===== src/rtl/core_pkg.sv =====
// Shared types and AXI constants for the dcache AXI line-transfer controller.
// Holds the FSM state enum, burst/size/resp encodings and the line geometry.
package core_pkg;

    typedef enum logic [2:0] {
        S_IDLE,
        S_AR,
        S_R,
        S_RD_DONE,
        S_AW,
        S_W,
        S_B,
        S_WR_DONE
    } state_t;

    localparam int LINE_BEATS = 8;
    localparam int BEAT_W     = 3;
    localparam int DATA_W     = 64;
    localparam int AXI_ID_W   = 4;

    localparam logic [1:0] BURST_INCR = 2'b01;
    localparam logic [1:0] RESP_OKAY  = 2'b00;
    localparam logic [2:0] SIZE_8B    = 3'b011;
    localparam logic [7:0] LEN_LINE   = 8'(LINE_BEATS - 1);
    localparam logic [7:0] STRB_ALL   = 8'hFF;

endpackage


===== src/rtl/line_buf.sv =====
// 8 x 64-bit line buffer: one synchronous write port, one async read port.
// Ports: clk, we/waddr/wdata (write), raddr/rdata (combinational read).
module line_buf
    import core_pkg::*;
(
    input  logic              clk,
    input  logic              we,
    input  logic [BEAT_W-1:0] waddr,
    input  logic [DATA_W-1:0] wdata,
    input  logic [BEAT_W-1:0] raddr,
    output logic [DATA_W-1:0] rdata
);

    logic [DATA_W-1:0] mem [LINE_BEATS];

    always_ff @(posedge clk) begin
        if (we) begin
            mem[waddr] <= wdata;
        end
    end

    assign rdata = mem[raddr];

endmodule


===== src/rtl/dcache_axi_ctl.sv =====
// Moves one 64-byte dcache line over AXI4 as an 8-beat INCR burst.
// Ports: clk/rst (async active-low), dcache req/fifo side, AXI4 AR/R/AW/W/B master.
module dcache_axi_ctl
    import core_pkg::*;
#(
    parameter int ADDR_W = 64,
    parameter int ID     = 0
) (
    input  logic                clk,
    input  logic                rst,
    input  logic                axi_req,
    input  logic                axi_rw,
    input  logic [ADDR_W-1:0]   axi_req_addr,
    input  logic                axi_fifo_wen,
    input  logic [DATA_W-1:0]   axi_fifo_data_i,
    input  logic [8:0]          axi_fifo_idx,
    input  logic                axi_fifo_done,
    output logic                axi_ready,
    output logic                axi_done,
    output logic [DATA_W-1:0]   axi_data_o,
    output logic                axi_err,
    output logic                arvalid,
    input  logic                arready,
    output logic [ADDR_W-1:0]   araddr,
    output logic [AXI_ID_W-1:0] arid,
    output logic [7:0]          arlen,
    output logic [2:0]          arsize,
    output logic [1:0]          arburst,
    input  logic                rvalid,
    output logic                rready,
    input  logic [DATA_W-1:0]   rdata,
    input  logic [1:0]          rresp,
    input  logic                rlast,
    output logic                awvalid,
    input  logic                awready,
    output logic [ADDR_W-1:0]   awaddr,
    output logic [AXI_ID_W-1:0] awid,
    output logic [7:0]          awlen,
    output logic [2:0]          awsize,
    output logic [1:0]          awburst,
    output logic                wvalid,
    input  logic                wready,
    output logic [DATA_W-1:0]   wdata,
    output logic [7:0]          wstrb,
    output logic                wlast,
    input  logic                bvalid,
    output logic                bready,
    input  logic [1:0]          bresp
);

    state_t            state, next;
    logic [ADDR_W-1:0] addr;
    logic [BEAT_W-1:0] rcnt, wcnt, wptr;
    logic              err;
    logic              r_fire, w_fire, b_fire, push, last_w;
    logic              buf_we;
    logic [BEAT_W-1:0] buf_waddr, buf_raddr;
    logic [DATA_W-1:0] buf_wdata, buf_rdata;
    logic              unused_bits;

    assign unused_bits = ^{axi_fifo_idx[5:0], axi_req_addr[5:0]};

    assign r_fire = (state == S_R) && rvalid;
    assign w_fire = (state == S_W) && wready;
    assign b_fire = (state == S_B) && bvalid;
    assign push   = axi_fifo_wen && (state == S_IDLE || state == S_AW);
    assign last_w = (wcnt == BEAT_W'(LINE_BEATS - 1));

    always_ff @(posedge clk or negedge rst) begin
        if (!rst) begin
            state <= S_IDLE;
        end else begin
            state <= next;
        end
    end

    always_comb begin
        next = state;
        unique case (state)
            S_IDLE:    if (axi_req) next = axi_rw ? S_AW : S_AR;
            S_AR:      if (arready) next = S_R;
            S_R:       if (rvalid && rlast) next = S_RD_DONE;
            S_RD_DONE: if (axi_fifo_done) next = S_IDLE;
            S_AW:      if (awready) next = S_W;
            S_W:       if (wready && last_w) next = S_B;
            S_B:       if (bvalid) next = S_WR_DONE;
            S_WR_DONE: next = S_IDLE;
            default:   next = S_IDLE;
        endcase
    end

    always_comb begin
        axi_ready = (state == S_IDLE);
        axi_done  = (state == S_RD_DONE) || (state == S_WR_DONE);
        arvalid   = (state == S_AR);
        rready    = (state == S_R);
        awvalid   = (state == S_AW);
        wvalid    = (state == S_W);
        wlast     = (state == S_W) && last_w;
        bready    = (state == S_B);
    end

    always_ff @(posedge clk or negedge rst) begin
        if (!rst) begin
            addr <= '0;
            rcnt <= '0;
            wcnt <= '0;
            wptr <= '0;
            err  <= 1'b0;
        end else begin
            if (state == S_IDLE && axi_req) begin
                addr <= {axi_req_addr[ADDR_W-1:6], 6'b0};
            end
            if (r_fire) begin
                rcnt <= rlast ? '0 : rcnt + 1'b1;
            end
            if (w_fire) begin
                wcnt <= wcnt + 1'b1;
            end
            // A finished line frees the fifo; new pushes start at beat 0.
            if ((state == S_RD_DONE || state == S_WR_DONE) && next == S_IDLE) begin
                wptr <= '0;
            end else if (push) begin
                wptr <= wptr + 1'b1;
            end
            if ((r_fire && rresp != RESP_OKAY) || (b_fire && bresp != RESP_OKAY)) begin
                err <= 1'b1;
            end
        end
    end

    // Read beats and fifo pushes never coincide, so one write port suffices.
    assign buf_we    = r_fire || push;
    assign buf_waddr = r_fire ? rcnt : wptr;
    assign buf_wdata = r_fire ? rdata : axi_fifo_data_i;
    assign buf_raddr = (state == S_RD_DONE) ? axi_fifo_idx[8:6] : wcnt;

    line_buf u_buf (
        .clk   (clk),
        .we    (buf_we),
        .waddr (buf_waddr),
        .wdata (buf_wdata),
        .raddr (buf_raddr),
        .rdata (buf_rdata)
    );

    assign axi_data_o = buf_rdata;
    assign wdata      = buf_rdata;
    assign axi_err    = err;

    assign araddr  = addr;
    assign awaddr  = addr;
    assign arid    = AXI_ID_W'(ID);
    assign awid    = AXI_ID_W'(ID);
    assign arlen   = LEN_LINE;
    assign awlen   = LEN_LINE;
    assign arsize  = SIZE_8B;
    assign awsize  = SIZE_8B;
    assign arburst = BURST_INCR;
    assign awburst = BURST_INCR;
    assign wstrb   = STRB_ALL;

endmodule


===== config.mk =====
export PLATFORM = sky130hd
export DESIGN_NAME = dcache_axi_ctl
export DESIGN_NICKNAME = d
export VERILOG_FILES = /design/src/rtl/core_pkg.sv /design/src/rtl/line_buf.sv /design/src/rtl/dcache_axi_ctl.sv
export SDC_FILE = /design/constraint.sdc
export NUM_CORES = 1
export LEC_CHECK = 0
export CAP_MARGIN = 10
export CORE_MARGIN = 2
export CORE_UTILIZATION = 52
export DETAILED_ROUTE_END_ITERATION = 8
export PLACE_DENSITY = 0.81
export SYNTH_ARGS = -nofsm -noshare
export SYNTH_HDL_FRONTEND = slang
export SYNTH_SLANG_ARGS = --single-unit

===== constraint.sdc =====
create_clock -name clk -period 7.95 [get_ports clk]
set_input_delay 1.59 -clock clk [delete_from_list [all_inputs] [get_ports clk]]
set_output_delay 1.59 -clock clk [all_outputs]
set_load 0.005 [all_outputs]

# Yosys cells after proc, flatten, opt, wreduce, memory -nomap -nowiden
# Memory sizes are Yosys's and may differ from the RTL's.
# Cells that the tools add are included.
[word_totals]
regBits = 71
mem_bits_rw = 512
inputBits = 217
output_inout_bits = 307
elab_cells = 55
mem_count = 1
[mem_list]
columns = ["memory", "words", "word_bits", "rd", "rd_clocked_by_memory_dff", "wr", "line_no", "text"]
rows = [
  ["u_buf.mem", 8, 64, 1, 0, 1, "line_buf.sv:14", "logic [DATA_W-1:0] mem [LINE_BEATS];"],
]
[op_classes]
addsub = 3
n_eq_ne = 8
mux = 17
reduce_logical = 20
[ops]
columns = ["op", "count"]
rows = [
  ["$mux W64", 1],
  ["$mux W3", 13],
  ["$pmux W3 S8", 1],
  ["$eq A3 B3 Y1 const B", 5],
  ["$logic_and A1 B1 Y1", 11],
  ["$add A3 B1 Y3 const B", 3],
  ["$eq A3 B2 Y1 const B", 2],
  ["$logic_not A3 Y1", 2],
  ["$reduce_bool A2 Y1", 3],
  ["$logic_or A1 B1 Y1", 4],
  ["$eq A3 B1 Y1 const B", 1],
  ["$mux W1", 2],
]

# Logic depth before layout (Yosys ltp)
# Gate-level depths: netlist (run 1).
[logic_depth]
word_depth = 7
depth_mapped = 9
mapped_depth_nobuf = 6

# Cells and area by module
# From an unflattened synthesis (run 1), not the netlist that was laid out.
[unflattened]
cells_unflattened = 1207
area_unflattened_um2 = 24418.4
[modules_own_cells]
columns = ["mod", "n_inst", "cells_each", "area_per_inst_um2", "seq_area_each_um2"]
rows = [
  ["line_buf", 1, 752, 19266.0, 15374.7],
  ["dcache_axi_ctl", 1, 455, 5152.4, 1776.7],
]

# Worst setup path before layout (run 1)
# No wires, ideal clock.
[synth_timing]
kind = "input port to flip-flop"
startpoint = "input rvalid"
endpoint = "memory u_buf.mem[4][0] (enable)"
setup_time_ps = 486
arrival_ps = 4876
required_ps = 7464
setup_slack_ps = 2588
cell_stages = 4
n_path_buf = 1
path_cell_list = "and2_0 -> clkbuf_1 -> a31oi_1 -> nor2_1"
[synth_via]
elab_chain_len = 4
elab_cells_between_ends = 5
classes_between = "mux: 3; reduce/logical: 2"
[synth_lines]
columns = ["item", "line_no", "text"]
rows = [
  ["start, declared", "dcache_axi_ctl.sv:29", "input logic rvalid,"],
  ["$logic_and A1 B1 Y1 (*)", "dcache_axi_ctl.sv:63", "assign r_fire = (state == S_R) && rvalid;"],
  ["$logic_or A1 B1 Y1", "dcache_axi_ctl.sv:133", "assign buf_we = r_fire || push;"],
  ["$mux W1", "line_buf.sv:17", "if (we) begin"],
  ["$mux W1 (implied by the code)", "line_buf.sv:18", "mem[waddr] <= wdata;"],
  ["end, declared", "line_buf.sv:14", ""],
]
# Every way passes the cells marked *; elsewhere a longest branch is shown, timed or not.

# Final worst setup path (run 1)
[layout_timing]
startpoint = "input axi_fifo_idx[6]"
endpoint = "output axi_data_o[26]"
[layout_via]
elab_chain_len = 2
[layout_lines]
columns = ["item", "line_no", "text"]
rows = [
  ["start, declared", "dcache_axi_ctl.sv:16", "input logic [8:0] axi_fifo_idx,"],
  ["$mux W3", "dcache_axi_ctl.sv:136", "assign buf_raddr = (state == S_RD_DONE) ? axi_fifo_idx[8:6] : wcnt;"],
  ["$mem_v2 Z8 W64", "--", ""],
  ["end, declared", "dcache_axi_ctl.sv:20", "output logic [DATA_W-1:0] axi_data_o,"],
]
# Every way passes these cells.

==> results of run 1 <==
layer usage:
layer | part of all wire | GRT usage | wire, microns | vias up
met4 | 0.033 | 0.09548 | 2030 | 0
met3 | 0.059 | 0.04689 | 3578 | 97
li1 | - | - | - | 6381
met5 | 0 | 0 | 0 | -
met2 | 0.54 | 0.4423 | 32760 | 516
met1 | 0.37 | 0.2766 | 22560 | 7191
sequential cells by signal, indices dropped and copies added, names as in the netlist:
signal / flops
axi_err: 1
wptr: 3
wcnt: 3
araddr: 58
u_buf.mem: 512
rcnt: 3
state: 3
worst max-delay path, stage by stage:
cell             delay (ns)
clkdlybuf4s50_1        0.44
mux2i_4                0.87
buf_4                  0.57
mux2_2                 0.26
o22ai_1                0.09
a221oi_2               0.34
clkdlybuf4s50_1        0.57
final cells by class:
type | count | area [sq um]
diodes | 6 | 15.01
clock buffers | 70 | 1516
clock inverters | 34 | 225.2
fillers | 3281 | 16730
inverters | 4 | 15.01
multi-input cells | 775 | 6285
flip-flops and latches | 583 | 17150
well taps | 615 | 769.5
repair buffers | 488 | 4842
cell usage in the layout, fill, tap and decap left out, types with 2 or more instances in the layout:
cell type / netlist / final
edfxtp_1: 512 / 512
clkdlybuf4s50_1: 0 / 456
nand2_1: 204 / 201
mux2_2: 190 / 190
mux2i_1: 130 / 130
dfrtp_1: 71 / 71
o22ai_1: 65 / 65
a221oi_2: 60 / 60
clkbuf_16: 0 / 58
conb_1: 2 / 54
buf_4: 184 / 29
clkinv_2: 0 / 11
nor2_4: 0 / 10
clkbuf_1: 20 / 10
clkinv_1: 0 / 10
nor2_1: 19 / 9
o21ai_0: 7 / 7
clkinvlp_4: 0 / 7
diode_2: 0 / 6
nor3_1: 6 / 6
a21oi_1: 5 / 5
inv_1: 4 / 4
nor3b_1: 4 / 4
a221oi_1: 4 / 4
a31oi_1: 4 / 4
ha_1: 4 / 4
nand2_4: 0 / 3
buf_12: 0 / 3
nand2b_1: 2 / 2
and2_1: 3 / 2
a32oi_1: 2 / 2
nand3b_1: 2 / 2
nand3_1: 2 / 2
xor2_1: 2 / 2
clkbuf_8: 0 / 2
worst max-delay path by stage:
| stage | cells after the start | startpoint | to |
|---|---|---|---|
| after floorplan | 4 | rvalid | u_buf.mem[4][0]$_DFFE_PP_ |
| after global placement | 7 | axi_fifo_idx[6] | wdata[26] |
| after detailed placement | 7 | axi_fifo_idx[6] | axi_data_o[26] |
| after CTS | 7 | axi_fifo_idx[6] | axi_data_o[26] |
| after global routing | 7 | axi_fifo_idx[6] | axi_data_o[26] |
| final | 7 | axi_fifo_idx[6] | axi_data_o[26] |
cell families (layout without fill, tap and decap cells):
kind of cell    after synthesis  in the layout
flops                       583            583
xor+xnor                      3              3
other cells                   2             60
mux                         321            321
fa+ha+maj                     4              4
simple gates                244            244
buf+inv                     256            596
compound gates              149            149
metrics by stage:
stage,setup slack (ns),std cells
2_1_floorplan,2.588,1614
3_3_place_gp,1.601,2465
3_5_place_dp,1.552,2465
4_1_cts,1.541,2569
5_1_grt,1.388,2574
6_report,1.590,2575
cells in the mapped netlist (all sizes together):
master,count,area (sq um)
edfxtp,512,15370
buf,232,1694
nand2,204,765.7
mux2,190,2140
mux2i,131,1324
dfrtp,71,1777
o22ai,65,406.6
a221oi,64,935.9
clkbuf,20,75.07
nor2,19,71.32
o21ai,7,35.03
nor3,6,30.03
a21oi,5,25.02
a31oi,4,25.02
and2,4,25.03
ha,4,50.05
inv,4,15.01
nor3b,4,30.03
nand3b,3,35.03
a32oi,2,17.52
conb,2,7.510
nand2b,2,12.51
nand3,2,10.01
xor2,2,17.52
a21o,1,7.510
o22a,1,8.760
xnor2,1,8.760
power by group through the flow:
stage	Combinational, uW	Sequential, uW	Clock, uW
after global placement	5330	4200	0
after global routing	5720	4210	2660
after detailed placement	5430	4220	0
final	5410	4170	2500
after CTS	5470	4170	2540
after floorplan	3220	4160	0
==> run_results.csv, run 1 <==
group,metric,value,unit
critical_path,critPathLaunchType,"input pin",
synthesis,syn_area_per_cell,15.96,sq um
sta,rsz0062_at_grt,"no",
synthesis,yosys.area_share.simple,0.03931,
synthesis,synthXorXnorAreaFrac,0.001054,
route,drtPass1Iterations,7,
synthesis,yosysWarnings,0,
die,core_area,47550,sq um
flow_run,maxCapViolCount,0,
die,die_y,222.9,microns
clocking,path_clk_slew,0.06,ns
worst_hold_path,min_to,"axi_err$_DFFE_PN0P_",
critical_path,path_class,"input pin to output port",
placement,dpl.hpwl,38800,microns
grt,grt_max_degree,77,
route,ant_nets,0,
clocking,cts_buffers,56,
layout,finalNetCount,2129,
layout,area.growth.synth_to_final,23.65,%
placement,placedInstanceArea,29060,sq um
placement,gp_congestion,0.8203,
sta,setup_tns,0,ns
pwr,comb_power_share,0.448,
clocking,ctsHoldBuffers,0,
pwr,p_seq_frac,0.345,
critical_path,r2r_end,"u_buf.mem[7][2]$_DFFE_PP_",
pwr,p_leak,0.01106,uW
critical_path,reg2reg_setup_slack,3.58,ns
synthesis,synth_compound_area_frac,0.05863,
grt,grt_pass1_wl,88580,microns
die,dieArea,49700,sq um
route,remaining_drc_errors,0,
pwr,p_int,8191,uW
clocking,cts_resized,0,
layout,drive_gt1_frac,0.1960,
clocking,clockBufferDepth,3,
critical_path,r2r_cells,5,
sta,setup_viol,0,
clocking,post_cts_buffers,0,
pwr,power.total,12080,uW
critical_path,crit_arrival,4.77,ns
pwr,peakVddDrop,0.2679,mV
clocking,clk_latency,0.60,ns
worst_hold_path,min_from,"axi_err$_DFFE_PN0P_",
synthesis,synth_top_family_by_area,"multiplexers",
sta,fin_crit,6.360,ns
clocking,htree_levels,2,
synthesis,synth.cell_area,24920,sq um
clocking,cts_tree,"built",
sta,min_period_over_period,0.7999,
synthesis,seq_area_frac_synth,0.6882,
die,top_level_ports,524,
pwr,p_per_area,392.1,nW/um^2
pwr,switching_share,0.3221,
grt,grt_pass1_vias,14640,
layout,final_util,0.6482,
sta,max_slew_margin,0.2231,
run_status,status,"finished, final reports clean",
sta,finalHoldViolCount,0,
worst_hold_path,hold_path_class,"flop to flop",
critical_path,cp_max_fo,32,
grt,antenna_found_initial,7,
critical_path,required,6.36,ns
synthesis,synth-adder-area-share,0.002008,
synthesis,synthDistinctLibCells,34,
synthesis,synthMuxAreaShare,0.1390,
pwr,clockPowerShare,0.207,
grt,grtUsageTotal,0.2409,
route,totalWireLength,60920,microns
clocking,cts_sinks,583,
die,std_cell_rows,80,
critical_path,end_kind,"output port",
sta,slew_viol_final,0,
synthesis,ys_ff_latch,583,
sta,timing.fmax,157.2,MHz
clocking,clockRootBuffer,"clkbuf_16",
critical_path,timing.rr.start,"state[1]$_DFF_PN0_",
sta,finalClockSkew,0.01321,ns
sta,holdWs,0.4919,ns
route,drt_first_iter_violations,984,
sta,tightest_slew,1.165,ns
grt,grt.overflow.total,0,
die,die_w,222.9,microns
die,start_util,0.5242,
synthesis,synth_cells,1562,
worst_hold_path,min_path_cells,1,
pwr,power.switching,3893,uW
placement,numPortBuffers,457,
layout,post-route-cell-area,30820,sq um
route,wl_per_cell,23.66,microns
route,vias,14190,
route,viasPerCell,5.509,
Power figures use the tool's default switching activity.
==> run 2, diff against run 1 <==
--- a/config.mk
+++ b/config.mk
@@ -7,9 +7,9 @@
 export LEC_CHECK = 0
 export CAP_MARGIN = 10
 export CORE_MARGIN = 2
-export CORE_UTILIZATION = 52
+export CORE_UTILIZATION = 51
 export DETAILED_ROUTE_END_ITERATION = 8
-export PLACE_DENSITY = 0.81
+export PLACE_DENSITY = 0.8
 export SYNTH_ARGS = -nofsm -noshare
 export SYNTH_HDL_FRONTEND = slang
 export SYNTH_SLANG_ARGS = --single-unit
==> constraint.sdc (replaced) <==
create_clock -name clk -period 6 [get_ports clk]
set_input_delay 1.2 -clock clk [delete_from_list [all_inputs] [get_ports clk]]
set_output_delay 1.2 -clock clk [all_outputs]
set_load 0.005 [all_outputs]
==> run 2 against run 1 <==
Net effect: cell area grew 1.1%; hold slack gained 0.0083 ns; register-to-register slack lost 1.9 ns; sequential share of layout area shrank 0.63 points; core utilization shrank 0.61 points; first-iteration DRC count grew 5.0%; clock power grew 45%; sequential power grew 32%; clock skew grew 0.028 ns; via count grew 0.37%; worst setup slack lost 0.82 ns; critical path type unchanged.
==> run_results.csv, run 2 (synthesis gave the netlist of run 1 again) <==
group,metric,value,unit
clocking,ctsHoldBuffers,0,
die,dieArea,50650,sq um
clocking,clockRootBuffer,"clkbuf_16",
clocking,cts_resized,0,
die,start_util,0.5134,
die,die_y,225.1,microns
critical_path,cpMaxStageDelayCell,"clkdlybuf4s50_1",
grt,antenna_found_initial,3,
clocking,path_clk_slew,0.06,ns
die,core_area,48550,sq um
sta,min_period_over_period,0.8712,
sta,max_slew_margin,0.2537,
placement,gp_congestion,0.7955,
grt,grtUsageTotal,0.2318,
grt,grt.overflow.total,0,
critical_path,critPathMaxStageDelay,0.65,ns
clocking,post_cts_buffers,0,
worst_hold_path,min_path_cells,1,
pwr,p_leak,0.01123,uW
sta,slew_viol_final,0,
route,vias,14240,
critical_path,cpMostUsedCell,"clkdlybuf4s50_1",
placement,post-place-cells,2478,
route,totalWireLength,60080,microns
pwr,peakVddDrop,0.3204,mV
clocking,clockBufferDepth,3,
pwr,p_per_area,526.6,nW/um^2
critical_path,reg2reg_setup_slack,1.72,ns
clocking,cts_buffers,56,
critical_path,path_cells,"clkdlybuf4s50_1, mux2i_4, buf_12, buf_4, mux2_2, o22ai_1, a221oi_2, clkdlybuf4s50_1",
layout,finalNonFillerCells,2583,
clocking,htree_levels,2,
die,top_level_ports,524,
route,viasPerCell,5.512,
layout,mostFrequentLayoutCells,"512 x edfxtp_1, 455 x clkdlybuf4s50_1, 201 x nand2_1",
clocking,cts_sinks,583,
sta,setup_viol,0,
sta,finalClockSkew,0.04086,ns
layout,multi_input_area,6285,sq um
layout,area.growth.synth_to_final,25.07,%
pwr,power.total,16420,uW
layout,drive_gt1_frac,0.2004,
critical_path,path_class,"input pin to output port",
critical_path,crit_arrival,4.03,ns
route,wl_per_cell,23.26,microns
run_status,status,"finished, final reports clean",
flow_run,maxCapViolCount,0,
critical_path,path_buf_inv,4,
layout,layout_commonest_cell,"edfxtp_1",
clocking,clk_latency,0.63,ns
critical_path,r2r_cells,5,
layout,finalNetCount,2135,
route,ant_nets,0,
layout,ff_latch_area,17150,sq um
layout,diodes,0,
layout,post-route-cell-area,31170,sq um
grt,grt_max_degree,77,
sta,fin_crit,5.227,ns
layout,largest_reg_flops,512,
critical_path,critPathLaunchType,"input pin",
sta,timing.fmax,191.3,MHz
sta,finalHoldViolCount,0,
critical_path,required,4.80,ns
worst_hold_path,hold_path_class,"flop to flop",
route,drtPass1Iterations,5,
critical_path,end_kind,"output port",
critical_path,cp_max_fo,54,
sta,rsz0062_at_grt,"no",
die,die_w,225.1,microns
grt,grt_pass1_wl,87270,microns
clocking,cts_tree,"built",
placement,placedInstanceArea,29260,sq um
placement,numPortBuffers,457,
sta,setup_tns,0,ns
grt,grt_pass1_vias,14600,
route,remaining_drc_errors,0,
die,std_cell_rows,81,
route,drt_first_iter_violations,1033,
placement,dpl.hpwl,37540,microns
layout,top_register,"u_buf.mem",
critical_path,cp_top_family,"buffers and inverters",
layout,fill_cells,3322,
critical_path,cp.depth,8,
sta,tightest_slew,1.120,ns
[run 2: cell types whose count changed in the layout (fill, tap and decap cells not counted), moves of 4 or more]
cell        delta
bufinv_16      +7
diode_2        -6
clkinvlp_4     -6
buf_12        +12
buf_4          -5
clkinv_2       +4
[run 2: final timing paths]
path                                          start                          to
worst max-delay path                axi_fifo_idx[6]               axi_data_o[7]
worst min-delay path            axi_err$_DFFE_PN0P_         axi_err$_DFFE_PN0P_
worst max register to register   state[1]$_DFF_PN0_  u_buf.mem[1][38]$_DFFE_PP_
worst min register to register  axi_err$_DFFE_PN0P_         axi_err$_DFFE_PN0P_
max in group asynchronous                       rst      araddr[20]$_DFFE_PN0P_
min in group asynchronous                       rst      araddr[43]$_DFFE_PN0P_
[run 2: metrics by stage]
stage            util  setup WS (ns)  hold WS [ns]
2_1_floorplan       -          1.028        0.4629
3_3_place_gp   0.6028         0.8668        0.4681
3_5_place_dp   0.6028         0.7800        0.4777
4_1_cts        0.6421         0.7681        0.5046
5_1_grt        0.6421         0.6403        0.5140
6_report       0.6421         0.7727        0.5001
[run 2: per-layer routing]
layer,vias to the layer above,GRT usage,routed length (microns)
met2,528,0.4190,31610
met1,7214,0.2806,23300
met4,0,0.06943,1554
li1,6393,-,-
met3,102,0.04537,3616
met5,-,0,0
[run 2: layout make-up]
class	count	share of cell area
Clock inverter	37	0.01349
Timing Repair Buffer	494	0.1615
Tap cell	622	0.02497
Inverter	4	0.0004817
Clock buffer	68	0.04772
Sequential cell	583	0.5502
Multi-Input combinational cell	775	0.2016
[run 2: power by group]
part	internal [uW]	total, uW	switching [uW]
logic	3950	7290	3330
registers	5180	5510	337
clock network	2110	3620	1510
==> run 3, diff against run 2 <==
--- a/config.mk
+++ b/config.mk
@@ -12,4 +12,5 @@
 export PLACE_DENSITY = 0.8
 export SYNTH_ARGS = -nofsm -noshare
 export SYNTH_HDL_FRONTEND = slang
+export SYNTH_HIERARCHICAL = 1
 export SYNTH_SLANG_ARGS = --single-unit
==> run 3 against run 2 <==
Net effect: sequential power is 2% higher; power is 1.7% lower; first-iteration DRC count is 22% lower; die area is 2.0% lower; global-route usage is 2.1 points lower; largest cell class unchanged.
==> run_results.csv, run 3 <==
group,metric,value,unit
run_status,status,"finished, final reports clean",
die,top_level_ports,524,
layout,post-route-cell-area,30590,sq um
sta,min_period_over_period,0.8728,
clocking,htree_levels,2,
synthesis,synth_top_area_share,0.6296,
grt,grt_pass1_vias,12910,
pwr,peakVddDrop,0.4791,mV
clocking,ctsHoldBuffers,0,
sta,holdWs,0.5254,ns
synthesis,synth_cells,1207,
layout,finalNonFillerCells,2236,
synthesis,ys_top_cells_by_count,"512 x edfxtp_1, 196 x mux2_2, 185 x buf_4",
clocking,cts_resized,0,
pwr,p_int,11560,uW
grt,grtUsageTotal,0.2106,
layout,area.growth.synth_to_final,25.29,%
critical_path,cp_max_fo,36,
sta,tightest_slew,0.9353,ns
sta,fin_crit,5.237,ns
critical_path,critPathMaxStageDelay,0.61,ns
sta,setup_tns,0,ns
sta,slew_viol_final,0,
placement,dpl.hpwl,31950,microns
critical_path,cpMaxStageDelayCell,"dfrtp_1",
placement,numPortBuffers,457,
critical_path,path_buf_inv,2,
synthesis,seq_area_frac_synth,0.7024,
layout,finalNetCount,1791,
critical_path,required,4.80,ns
sta,finalHoldViolCount,0,
clocking,cts_tree,"built",
synthesis,syn_area_per_cell,20.23,sq um
pwr,p_per_area,527.2,nW/um^2
synthesis,synth-edff-count,512,
grt,grt.overflow.total,0,
sta,setup_viol,0,
layout,drive_gt1_frac,0.2806,
route,viasPerCell,5.415,
synthesis,synth.most_common_cell,"edfxtp_1",
grt,grt_max_degree,72,
grt,grt_pass1_wl,77400,microns
synthesis,synthDistinctLibCells,35,
clocking,clk_latency,0.62,ns
die,core_area,47550,sq um
layout,fill_cells,3166,
clocking,clockRootBuffer,"clkbuf_16",
layout,mostFrequentLayoutCells,"512 x edfxtp_1, 456 x clkdlybuf4s50_1, 193 x mux2_2",
pwr,clockPowerShare,0.227,
pwr,switching_share,0.2834,
route,ant_nets,0,
clocking,cts_sinks,583,
synthesis,yosysWarnings,6,
critical_path,critPathLaunchType,"flop",
pwr,power.switching,4572,uW
route,totalWireLength,52240,microns
critical_path,crit_arrival,4.04,ns
pwr,p_seq_frac,0.350,
critical_path,end_kind,"output port",
synthesis,ys_ff_latch,583,
route,remaining_drc_errors,0,
die,die_y,222.8,microns
route,wl_per_cell,23.36,microns
synthesis,synth-async-reset-ratio,0.1218,
placement,gp_congestion,0.7946,
die,dieArea,49650,sq um
clocking,cts_buffers,56,
die,start_util,0.5136,
synthesis,synth_largest_area_cell,"edfxtp_1",
route,vias,12110,
die,std_cell_rows,80,
worst_hold_path,hold_path_class,"flop to flop",
clocking,clockBufferDepth,3,
sta,rsz0062_at_grt,"no",
clocking,post_cts_buffers,0,
critical_path,cp_top_family,"multiplexers",
sta,timing.fmax,191.0,MHz
route,drt_first_iter_violations,803,
pwr,p_leak,0.01032,uW
sta,max_slew_margin,0.3765,
pwr,comb_power_share,0.424,
critical_path,path_class,"flop to output port",
placement,placedInstanceArea,28630,sq um
synthesis,synth.cell_area,24420,sq um
route,drtPass1Iterations,4,
critical_path,path_cells,"nand2_1, nor2_1, mux2_8, buf_12, mux4_2, mux2_2, clkdlybuf4s50_1",
synthesis,synth.area.top_cells,"edfxtp_1 63%, mux4_2 12%, mux2_2 9.0%",
layout,top_register,"u_buf/mem",
clocking,path_clk_slew,0.06,ns
placement,post-place-cells,2127,
flow_run,maxCapViolCount,0,
layout,largest_reg_flops,512,
layout,layout_commonest_cell,"edfxtp_1",
die,die_w,222.8,microns
grt,antenna_found_initial,5,
synthesis,synth_ff_type,"edfxtp_1",
sta,finalClockSkew,0.03513,ns
==> run 3: changes by cell type in the layout (fill, tap and decap cells not counted), moves of 5 or more <==
cell,change
a221oi_2,-60
buf_12,-6
buf_4,-8
mux2i_1,-127
mux4_2,+128
nand2_1,-191
nor3_1,-5
o22ai_1,-65
==> run 3: path summary, 6_finish.rpt <==
| kind | start | to | slack (ns) | cells past startpoint |
|---|---|---|---|---|
| max reg2reg | state[1]$_DFF_PN0_ | u_buf/mem[1][39]$_DFFE_PP_ | 2.81 | 5 |
| max | state[1]$_DFF_PN0_ | wdata[35] | 0.76 | 7 |
| max in group asynchronous | rst | araddr[63]$_DFFE_PN0P_ | 4.56 | 2 |
| min | wcnt[0]$_DFFE_PN0P_ | wcnt[0]$_DFFE_PN0P_ | 0.53 | 1 |
| min in group asynchronous | rst | state[2]$_DFF_PN0_ | 0.78 | 2 |
| min reg2reg | wcnt[0]$_DFFE_PN0P_ | wcnt[0]$_DFFE_PN0P_ | 0.53 | 1 |
==> run 3: area by class of cell <==
cell class	count	area, sq um	area share
diodes	3	7.507	0.0002454
flip-flops and latches	583	17150	0.5606
well taps	615	769.5	0.02515
multi-input cells	442	5821	0.1903
clock buffers	66	1523	0.04977
repair buffers	482	4870	0.1592
inverters	5	18.77	0.0006134
clock inverters	40	434.2	0.01419
==> run 3: cells by family after synthesis <==
| kind of cell | Yosys count | share of synthesized area |
|---|---|---|
| DFF | 583 | 0.7024 |
| muxes | 327 | 0.2097 |
| buffers and inverters | 234 | 0.07158 |
| and+or+nand+nor | 43 | 0.009633 |
| AOI/OAI and AO/OA | 11 | 0.003279 |
| adders and majority gates | 4 | 0.002050 |
| xor gates and xnor gates | 3 | 0.001076 |
| other | 2 | 0.0003076 |
==> run 3: layer usage <==
layer | up-vias | GRT usage | wire length (microns)
met4 | 4 | 0.06235 | 1131
met3 | 76 | 0.05871 | 3935
li1 | 5279 | - | -
met5 | - | 0 | 33
met2 | 470 | 0.3740 | 27470
met1 | 6280 | 0.2504 | 19670
==> run 3: through the flow <==
stage	util	power, uW	worst slack (ns)
2_1_floorplan	-	9844	0.6104
3_3_place_gp	0.6022	12530	0.8954
3_5_place_dp	0.6022	12660	0.8570
4_1_cts	0.6433	16370	0.6837
5_1_grt	0.6434	16900	0.4951
6_report	0.6435	16130	0.7631
==> run 3: power by group through the flow <==
| stage | combinational (uW) | clock [uW] | sequential (uW) |
|---|---|---|---|
| detailed placement | 6940 | 0 | 5710 |
| floorplan | 4200 | 0 | 5640 |
| CTS | 6990 | 3740 | 5650 |
| global route | 7300 | 3890 | 5700 |
| finish | 6830 | 3660 | 5640 |
| global placement | 6850 | 0 | 5680 |
